`config.mk`:
```
export PLATFORM = sky130hd
export DESIGN_NAME = vga_sync_generator_flat
export DESIGN_NICKNAME = d
export VERILOG_FILES = /design/src/rtl/vga_pkg.sv /design/src/rtl/vga_sync_generator_if.sv /design/src/rtl/vga_pattern_generator.sv /design/src/rtl/vga_sync_generator.sv /design/src/flat_wrapper.sv
export SDC_FILE = /design/constraint.sdc
export NUM_CORES = 1
export LEC_CHECK = 0
export BUFFER_PORTS_ARGS = -buffer_cell sky130_fd_sc_hd__buf_2
export CORE_MARGIN = 4
export CORE_UTILIZATION = 53
export DETAILED_ROUTE_END_ITERATION = 10
export GPL_ROUTABILITY_DRIVEN = 0
export PLACE_DENSITY = 0.74
export SETUP_SLACK_MARGIN = 0.3
export SLEW_MARGIN = 20
export SYNTH_ARGS = -nofsm -noshare
export SYNTH_HDL_FRONTEND = slang
export SYNTH_SLANG_ARGS = --single-unit
```
`constraint.sdc`:
```
create_clock -name clock_in -period 7.6 [get_ports clock_in]
set_clock_uncertainty 0.2 [all_clocks]
set_input_delay 0.76 -clock clock_in [delete_from_list [all_inputs] [get_ports clock_in]]
set_output_delay 0.76 -clock clock_in [all_outputs]
set_load 0.03 [all_outputs]
```
`src/rtl/vga_pkg.sv`:
```
// Shared types, colour constants and frame-geometry helpers for the VGA timing block.
// Latency: n/a (types and constant functions only).
// Backpressure: n/a.
package vga_pkg;

    // Test-pattern selector values as seen on pattern_sel_in
    typedef enum logic [1:0] {
        PAT_BARS  = 2'd0,
        PAT_GRID  = 2'd1,
        PAT_GRAD  = 2'd2,
        PAT_SOLID = 2'd3
    } pattern_t;

    // 12-bit {R,G,B} nibble colours
    localparam logic [11:0] COL_WHITE   = 12'hFFF;
    localparam logic [11:0] COL_YELLOW  = 12'hFF0;
    localparam logic [11:0] COL_CYAN    = 12'h0FF;
    localparam logic [11:0] COL_GREEN   = 12'h0F0;
    localparam logic [11:0] COL_MAGENTA = 12'hF0F;
    localparam logic [11:0] COL_RED     = 12'hF00;
    localparam logic [11:0] COL_BLUE    = 12'h00F;
    localparam logic [11:0] COL_BLACK   = 12'h000;

    // Pixels per full line including blanking
    function automatic int h_total(input int width, input int front, input int sync, input int back);
        return width + front + sync + back;
    endfunction

    // Lines per full frame including blanking
    function automatic int v_total(input int height, input int front, input int sync, input int back);
        return height + front + sync + back;
    endfunction

endpackage

```
`src/rtl/vga_sync_generator_if.sv`:
```
// Bundle of registered VGA timing/pixel outputs between the generator and the pixel receiver.
// Latency: n/a (wires only).
// Backpressure: none; the receiver must accept every pixel-rate tick.
interface vga_sync_generator_if #(
    parameter int WIDTH_BITS  = 10,
    parameter int HEIGHT_BITS = 9,
    parameter int PIXEL_BITS  = 12
);
    logic                   h_sync_out;
    logic                   v_sync_out;
    logic                   video_on_out;
    logic [WIDTH_BITS-1:0]  pixel_x_out;
    logic [HEIGHT_BITS-1:0] pixel_y_out;
    logic [PIXEL_BITS-1:0]  pixel_out;
    logic                   frame_start_out;

    modport master (
        output h_sync_out, v_sync_out, video_on_out,
        output pixel_x_out, pixel_y_out, pixel_out, frame_start_out
    );

    modport slave (
        input h_sync_out, v_sync_out, video_on_out,
        input pixel_x_out, pixel_y_out, pixel_out, frame_start_out
    );
endinterface

```
`src/rtl/vga_pattern_generator.sv`:
```
// Combinational test-pattern lookup: (x, y, pattern) -> 12-bit {R,G,B} pixel.
// Latency: 0 cycles (pure combinational; the parent registers the result).
// Backpressure: none.
module vga_pattern_generator
    import vga_pkg::*;
#(
    parameter int WIDTH      = 640,
    parameter int COUNT_BITS = 10,
    parameter int PIXEL_BITS = 12
) (
    input  logic [COUNT_BITS-1:0] i_x,
    input  logic [7:0]            i_y,
    input  pattern_t              i_pattern,
    output logic [PIXEL_BITS-1:0] o_pixel
);
    localparam int BAR_W = WIDTH / 8;

    int w_bar;

    // Select the pixel colour for the current coordinate and pattern
    always_comb begin
        w_bar   = int'(i_x) / BAR_W;
        o_pixel = PIXEL_BITS'(COL_BLACK);
        case (i_pattern)
            PAT_BARS: begin
                case (w_bar)
                    0:       o_pixel = PIXEL_BITS'(COL_WHITE);
                    1:       o_pixel = PIXEL_BITS'(COL_YELLOW);
                    2:       o_pixel = PIXEL_BITS'(COL_CYAN);
                    3:       o_pixel = PIXEL_BITS'(COL_GREEN);
                    4:       o_pixel = PIXEL_BITS'(COL_MAGENTA);
                    5:       o_pixel = PIXEL_BITS'(COL_RED);
                    6:       o_pixel = PIXEL_BITS'(COL_BLUE);
                    default: o_pixel = PIXEL_BITS'(COL_BLACK);
                endcase
            end
            PAT_GRID: begin
                if ((i_x[4:0] == 5'd0) || (i_y[4:0] == 5'd0))
                    o_pixel = PIXEL_BITS'(COL_WHITE);
            end
            PAT_GRAD:  o_pixel = PIXEL_BITS'({i_x[7:4], i_y[7:4], i_x[7:4] ^ i_y[7:4]});
            PAT_SOLID: o_pixel = PIXEL_BITS'(COL_BLUE);
            default:   o_pixel = PIXEL_BITS'(COL_BLACK);
        endcase
    end
endmodule

```
`src/rtl/vga_sync_generator.sv`:
```
// VGA timing generator with built-in test patterns; all outputs registered and mutually aligned.
// Latency: 1 enabled clock from (h_count,v_count) to the outputs describing that position.
// Backpressure: none; enable_in is the pixel tick and everything holds while it is low.
module vga_sync_generator
    import vga_pkg::*;
#(
    parameter int WIDTH       = 640,
    parameter int H_FRONT     = 16,
    parameter int H_SYNC      = 96,
    parameter int H_BACK      = 48,
    parameter int HEIGHT      = 480,
    parameter int V_FRONT     = 10,
    parameter int V_SYNC      = 2,
    parameter int V_BACK      = 33,
    parameter int WIDTH_BITS  = 10,
    parameter int HEIGHT_BITS = 9,
    parameter int COUNT_BITS  = 10,
    parameter int PIXEL_BITS  = 12
) (
    input  logic                clock_in,
    input  logic                reset_n_in,
    input  logic                enable_in,
    input  logic [1:0]          pattern_sel_in,
    vga_sync_generator_if.master vga
);
    localparam int H_TOTAL = h_total(WIDTH, H_FRONT, H_SYNC, H_BACK);
    localparam int V_TOTAL = v_total(HEIGHT, V_FRONT, V_SYNC, V_BACK);

    localparam logic [COUNT_BITS-1:0] H_LAST   = COUNT_BITS'(H_TOTAL - 1);
    localparam logic [COUNT_BITS-1:0] V_LAST   = COUNT_BITS'(V_TOTAL - 1);
    localparam logic [COUNT_BITS-1:0] H_VIS    = COUNT_BITS'(WIDTH);
    localparam logic [COUNT_BITS-1:0] V_VIS    = COUNT_BITS'(HEIGHT);
    localparam logic [COUNT_BITS-1:0] HS_FIRST = COUNT_BITS'(WIDTH + H_FRONT);
    localparam logic [COUNT_BITS-1:0] HS_LAST  = COUNT_BITS'(WIDTH + H_FRONT + H_SYNC - 1);
    localparam logic [COUNT_BITS-1:0] VS_FIRST = COUNT_BITS'(HEIGHT + V_FRONT);
    localparam logic [COUNT_BITS-1:0] VS_LAST  = COUNT_BITS'(HEIGHT + V_FRONT + V_SYNC - 1);

    logic [COUNT_BITS-1:0]  r_h_count;
    logic [COUNT_BITS-1:0]  r_v_count;
    pattern_t               r_sel;

    logic                   r_h_sync;
    logic                   r_v_sync;
    logic                   r_video_on;
    logic [WIDTH_BITS-1:0]  r_pixel_x;
    logic [HEIGHT_BITS-1:0] r_pixel_y;
    logic [PIXEL_BITS-1:0]  r_pixel;
    logic                   r_frame_start;

    logic                   w_origin;
    logic                   w_video_on;
    logic                   w_h_sync;
    logic                   w_v_sync;
    pattern_t               w_sel;
    logic [PIXEL_BITS-1:0]  w_pixel;

    // Decode the current counter position; the pattern is only re-sampled at the frame origin,
    // and that origin pixel already uses the freshly sampled value.
    assign w_origin   = (r_h_count == '0) && (r_v_count == '0);
    assign w_video_on = (r_h_count < H_VIS) && (r_v_count < V_VIS);
    assign w_h_sync   = !((r_h_count >= HS_FIRST) && (r_h_count <= HS_LAST));
    assign w_v_sync   = !((r_v_count >= VS_FIRST) && (r_v_count <= VS_LAST));
    assign w_sel      = w_origin ? pattern_t'(pattern_sel_in) : r_sel;

    vga_pattern_generator #(
        .WIDTH      (WIDTH),
        .COUNT_BITS (COUNT_BITS),
        .PIXEL_BITS (PIXEL_BITS)
    ) u_pattern (
        .i_x       (r_h_count),
        .i_y       (r_v_count[7:0]),
        .i_pattern (w_sel),
        .o_pixel   (w_pixel)
    );

    // Register outputs from the current position, then advance the raster counters
    always_ff @(posedge clock_in or negedge reset_n_in) begin
        if (!reset_n_in) begin
            r_h_count     <= '0;
            r_v_count     <= '0;
            r_sel         <= PAT_BARS;
            r_h_sync      <= 1'b1;
            r_v_sync      <= 1'b1;
            r_video_on    <= 1'b0;
            r_pixel_x     <= '0;
            r_pixel_y     <= '0;
            r_pixel       <= '0;
            r_frame_start <= 1'b0;
        end else begin
            // frame_start is a single-clock pulse even if the next tick is far away
            r_frame_start <= 1'b0;
            if (enable_in) begin
                r_h_sync      <= w_h_sync;
                r_v_sync      <= w_v_sync;
                r_video_on    <= w_video_on;
                r_pixel_x     <= r_h_count[WIDTH_BITS-1:0];
                r_pixel_y     <= r_v_count[HEIGHT_BITS-1:0];
                r_pixel       <= w_video_on ? w_pixel : '0;
                r_frame_start <= w_origin;
                if (w_origin)
                    r_sel <= w_sel;
                if (r_h_count == H_LAST) begin
                    r_h_count <= '0;
                    r_v_count <= (r_v_count == V_LAST) ? '0 : r_v_count + 1'b1;
                end else begin
                    r_h_count <= r_h_count + 1'b1;
                end
            end
        end
    end

    assign vga.h_sync_out      = r_h_sync;
    assign vga.v_sync_out      = r_v_sync;
    assign vga.video_on_out    = r_video_on;
    assign vga.pixel_x_out     = r_pixel_x;
    assign vga.pixel_y_out     = r_pixel_y;
    assign vga.pixel_out       = r_pixel;
    assign vga.frame_start_out = r_frame_start;
endmodule

```
`src/flat_wrapper.sv`:
```
// flat-port wrapper written by rule: the top's interface ports become plain ports
module vga_sync_generator_flat import vga_pkg::*;
#(
    parameter int WIDTH       = 640,
    parameter int H_FRONT     = 16,
    parameter int H_SYNC      = 96,
    parameter int H_BACK      = 48,
    parameter int HEIGHT      = 480,
    parameter int V_FRONT     = 10,
    parameter int V_SYNC      = 2,
    parameter int V_BACK      = 33,
    parameter int WIDTH_BITS  = 10,
    parameter int HEIGHT_BITS = 9,
    parameter int COUNT_BITS  = 10,
    parameter int PIXEL_BITS  = 12
)
  (clock_in, reset_n_in, enable_in, pattern_sel_in, vga_h_sync_out, vga_v_sync_out, vga_video_on_out, vga_pixel_x_out, vga_pixel_y_out, vga_pixel_out, vga_frame_start_out);
  vga_sync_generator_if #(.WIDTH_BITS(WIDTH_BITS), .HEIGHT_BITS(HEIGHT_BITS), .PIXEL_BITS(PIXEL_BITS)) vga_i ();
  input  logic clock_in;
  input  logic reset_n_in;
  input  logic enable_in;
  input  logic [1:0] pattern_sel_in;
  output wire logic [$bits(vga_i.h_sync_out)-1:0] vga_h_sync_out;
  output wire logic [$bits(vga_i.v_sync_out)-1:0] vga_v_sync_out;
  output wire logic [$bits(vga_i.video_on_out)-1:0] vga_video_on_out;
  output wire logic [$bits(vga_i.pixel_x_out)-1:0] vga_pixel_x_out;
  output wire logic [$bits(vga_i.pixel_y_out)-1:0] vga_pixel_y_out;
  output wire logic [$bits(vga_i.pixel_out)-1:0] vga_pixel_out;
  output wire logic [$bits(vga_i.frame_start_out)-1:0] vga_frame_start_out;
  assign vga_h_sync_out = vga_i.h_sync_out;
  assign vga_v_sync_out = vga_i.v_sync_out;
  assign vga_video_on_out = vga_i.video_on_out;
  assign vga_pixel_x_out = vga_i.pixel_x_out;
  assign vga_pixel_y_out = vga_i.pixel_y_out;
  assign vga_pixel_out = vga_i.pixel_out;
  assign vga_frame_start_out = vga_i.frame_start_out;
  vga_sync_generator #(.WIDTH(WIDTH), .H_FRONT(H_FRONT), .H_SYNC(H_SYNC), .H_BACK(H_BACK), .HEIGHT(HEIGHT), .V_FRONT(V_FRONT), .V_SYNC(V_SYNC), .V_BACK(V_BACK), .WIDTH_BITS(WIDTH_BITS), .HEIGHT_BITS(HEIGHT_BITS), .COUNT_BITS(COUNT_BITS), .PIXEL_BITS(PIXEL_BITS)) u_core (.clock_in(clock_in), .reset_n_in(reset_n_in), .enable_in(enable_in), .pattern_sel_in(pattern_sel_in), .vga(vga_i));
endmodule
```
==> flow_summary.yaml <==
status:
  outcome: "finished clean"
logic_synthesis:
  ys_dominant_reg_cell: "dfrtp_1"
  syn_avg_cell_area_um2: 10.8
  synth_top_area_share_pct: 44.4
  syn_area_um2: 3100
  async_flop_share_pct: 100
  synth_seq_cells: 57
  yosysTopAreaCell: "dfrtp_1"
  yosys_warnings: 0
  syn_nets: 299
  yosys-top-cells-area: "dfrtp_1, mux2_2, xnor2_1"
  syn_inst: 288
  synth_cell_type_count: 62
  synth-edff-count: 0
  ys_seq_area_share_pct: 46.1
detailed_routing:
  viasPerCell: 5.64
  post_drt_wl_per_cell_um: 15.6
  drt_iter0_markers: 125
  first_pass_iters: 4
  via_count: 2243
  drc: 0
  drt-total-wl_mm: 6.23
  drtAntennaViolNets: 0
floorplan:
  core_area_um2: 5610
  die_x_um: 84.5
  initial_utilization_pct: 55.3
  rows: 27
  die_y_um: 84.5
  die_area_um2: 7140
  pin_count: 40
worst_hold_path:
  min_delay_worst_endpoint: "u_core.vga.video_on_out"
  hold_class: "register to register"
  hold_start: "u_core.vga.video_on_out"
  min_path_cells: 1
power:
  p_leak_uw: 0.00160
  powerDensity_nw_per_um2: 269
  ir_drop_mv: 0.160
clocking:
  clockBufferDepth: 2
  cts.sinks: 57
  postCtsResizedCells: 0
  clk_latency_ps: 340
  hold_buffers: 0
  clk_pin_slew_worst_paths_ps: 60
  cts_post_setup_buffers_inserted: 0
  numCtsBuffers: 9
  root_buffer: "clkbuf_8"
  ctsHtreeMaxLevel: 3
  cts_tree: "built"
worst_setup_path:
  crit_family: "simple AND/OR/NAND/NOR gates"
  r2r_end: "u_core.vga.pixel_out[3]"
  r2r_cells: 8
  critPathMaxFanout: 31
  startpoint_type: "input port"
  worstPathCellList: "buf_2 -> nand4_1 -> nor4b_4 -> nand4_2 -> nor2_1 -> xnor2_1 -> a21oi_1"
  critPathRequiredTime_ps: 7570
  cp_num_buf_inv: 1
  worstPathArrival_ps: 3030
  path_class: "input port to register"
  critPathMaxStageDelay_ps: 770
  reg2reg_slack_ps: 4640
  reg2reg_from: "u_core.r_h_count[7]"
  end_kind: "register"
  cp_slowest_cell: "nor4b_4"
sta:
  fin_ws_ps: 4540
  setup_tns_ps: 0
  drv_slew: 0
  fmax_mhz: 327
  relSlewSlack_pct: 46.0
  period_minus_slack_ps: 3060
  rsz0062_at_grt: "false"
  final_hold_viol_count: 0
  tightest_slew_ps: 806
  hold_ws_ps: 282
  finalCritPeriodShare_pct: 40.2
  finalSetupViolCount: 0
global_routing:
  grt_pass1_vias: 2234
  overflow: 0
  grt_max_degree: 58
  grtUsageTotal_pct: 18.6
  antenna_found_initial: 0
  grt_pass1_wl_mm: 10.8
place:
  dp_worst_setup_slack_ps: 4200
  portBuffers: 39
  hpwl_mm: 4.12
flow_run:
  maxCapViolations: 0
cells_and_area:
  syn_to_final_growth_pct: 11.3
  final_net_count: 332
  antenna-diode-count: 0
  post_route_cells_drive_above_1_share_pct: 28.8
  n_fill_cell: 511
[registers in the layout (all words and copies together) (netlist names)]
name                        count
u_core.vga.pixel_out           12
u_core.vga.pixel_x_out         10
u_core.r_v_count               10
u_core.vga.pixel_y_out          9
u_core.vga.h_sync_out           1
u_core.vga.v_sync_out           1
u_core.vga.video_on_out         1
u_core.r_h_count               10
u_core.vga.frame_start_out      1
u_core.r_sel                    2
[per-stage QoR]
stage	cell area [um^2]	total power, uW	utilization [%]	instances
after global placement	3250	633	57.9	382
after global routing	3450	977	61.6	398
after floorplan	3100	584	-	288
final	3450	928	61.6	398
after detailed placement	3250	639	57.9	382
after CTS	3450	938	61.6	398
[cell usage in the layout (no fill, tap or decap), drive strengths merged, types with 5 or more instances in the layout]
cell / n
inv: 13
nand3: 7
a21o: 7
o2bb2ai: 8
buf: 40
xor2: 7
clkbuf: 14
nand2: 24
and3: 5
nand4: 5
dfrtp: 55
nor2: 20
a21oi: 15
xnor2: 10
o21ai: 12
mux2: 21
ha: 6
a22o: 5
[final cells by class]
class / count / area, um^2 / area share [%]
multi-input cells: 200 / 1480 / 42.7
flip-flops and latches: 57 / 1430 / 41.4
repair buffers: 40 / 203 / 5.87
clock buffers: 14 / 173 / 5.00
well taps: 72 / 90.1 / 2.61
inverters: 13 / 48.8 / 1.41
clock inverters: 2 / 35.0 / 1.01
[cell usage after synthesis, drive strengths merged, types with 2 or more instances]
library cell,number
xnor2,10
nor3,4
nand4b,2
dfstp,2
nor2b,4
a22o,5
a211oi,2
nor2,20
and3,5
o211ai,2
a21oi,15
nand2,24
a21o,7
xor2,7
or2b,2
and2,3
o21ai,12
mux2,21
nor4b,3
dfrtp,55
o22ai,2
clkbuf,7
o2bb2ai,8
nand4,5
mux2i,4
and4b,2
ha,6
nor4,3
nand3,7
buf,10
inv,13
[report_power, final]
group / switching (uW) / internal (uW)
logic: 135 / 86.3
registers: 60.7 / 351
clock network: 117 / 178
[metal layers]
layer | vias to the layer above | share of wire [%] | GRT usage [%]
met5 | - | 0 | 0
met4 | 0 | 2.4 | 9.93
met3 | 12 | 3.9 | 4.22
met2 | 42 | 47 | 28.3
met1 | 1096 | 47 | 24.9
li1 | 1093 | - | -
[worst max path at each step]
| stage | slack, ps | end | startpoint | depth (start not counted) |
|---|---|---|---|---|
| 6_report | 4540 | u_core.r_v_count[9] | enable_in | 7 |
| 3_3_place_gp | 4330 | u_core.r_v_count[9] | enable_in | 7 |
| 3_5_place_dp | 4200 | u_core.r_v_count[9] | enable_in | 7 |
| 4_1_cts | 4550 | u_core.r_v_count[9] | enable_in | 7 |
| 5_1_grt | 4390 | u_core.r_v_count[9] | enable_in | 7 |
| 2_1_floorplan | 5180 | u_core.vga.pixel_out[0] | u_core.r_h_count[7] | 9 |
[worst reg2reg max path, cell delays in order, from the launching register on]
cell	delay, ps
dfrtp_1	610
or2_2	430
ha_1	290
nor2b_1	340
a211oi_1	150
a221oi_2	240
mux2i_1	250
o31a_1	230
o2bb2ai_1	100
[kinds of logic after synthesis]
logic type	after synthesis	share of synthesized area [%]
AO/OA/AOI/OAI	62	14.4
flip-flops	57	46.1
XOR/XNOR	17	4.80
adder cells (fa/ha/maj)	7	2.74
buffers and inverters	31	6.37
multiplexers	25	9.32
AND/OR/NAND/NOR	89	16.3
(Power assumes the default switching activity.)
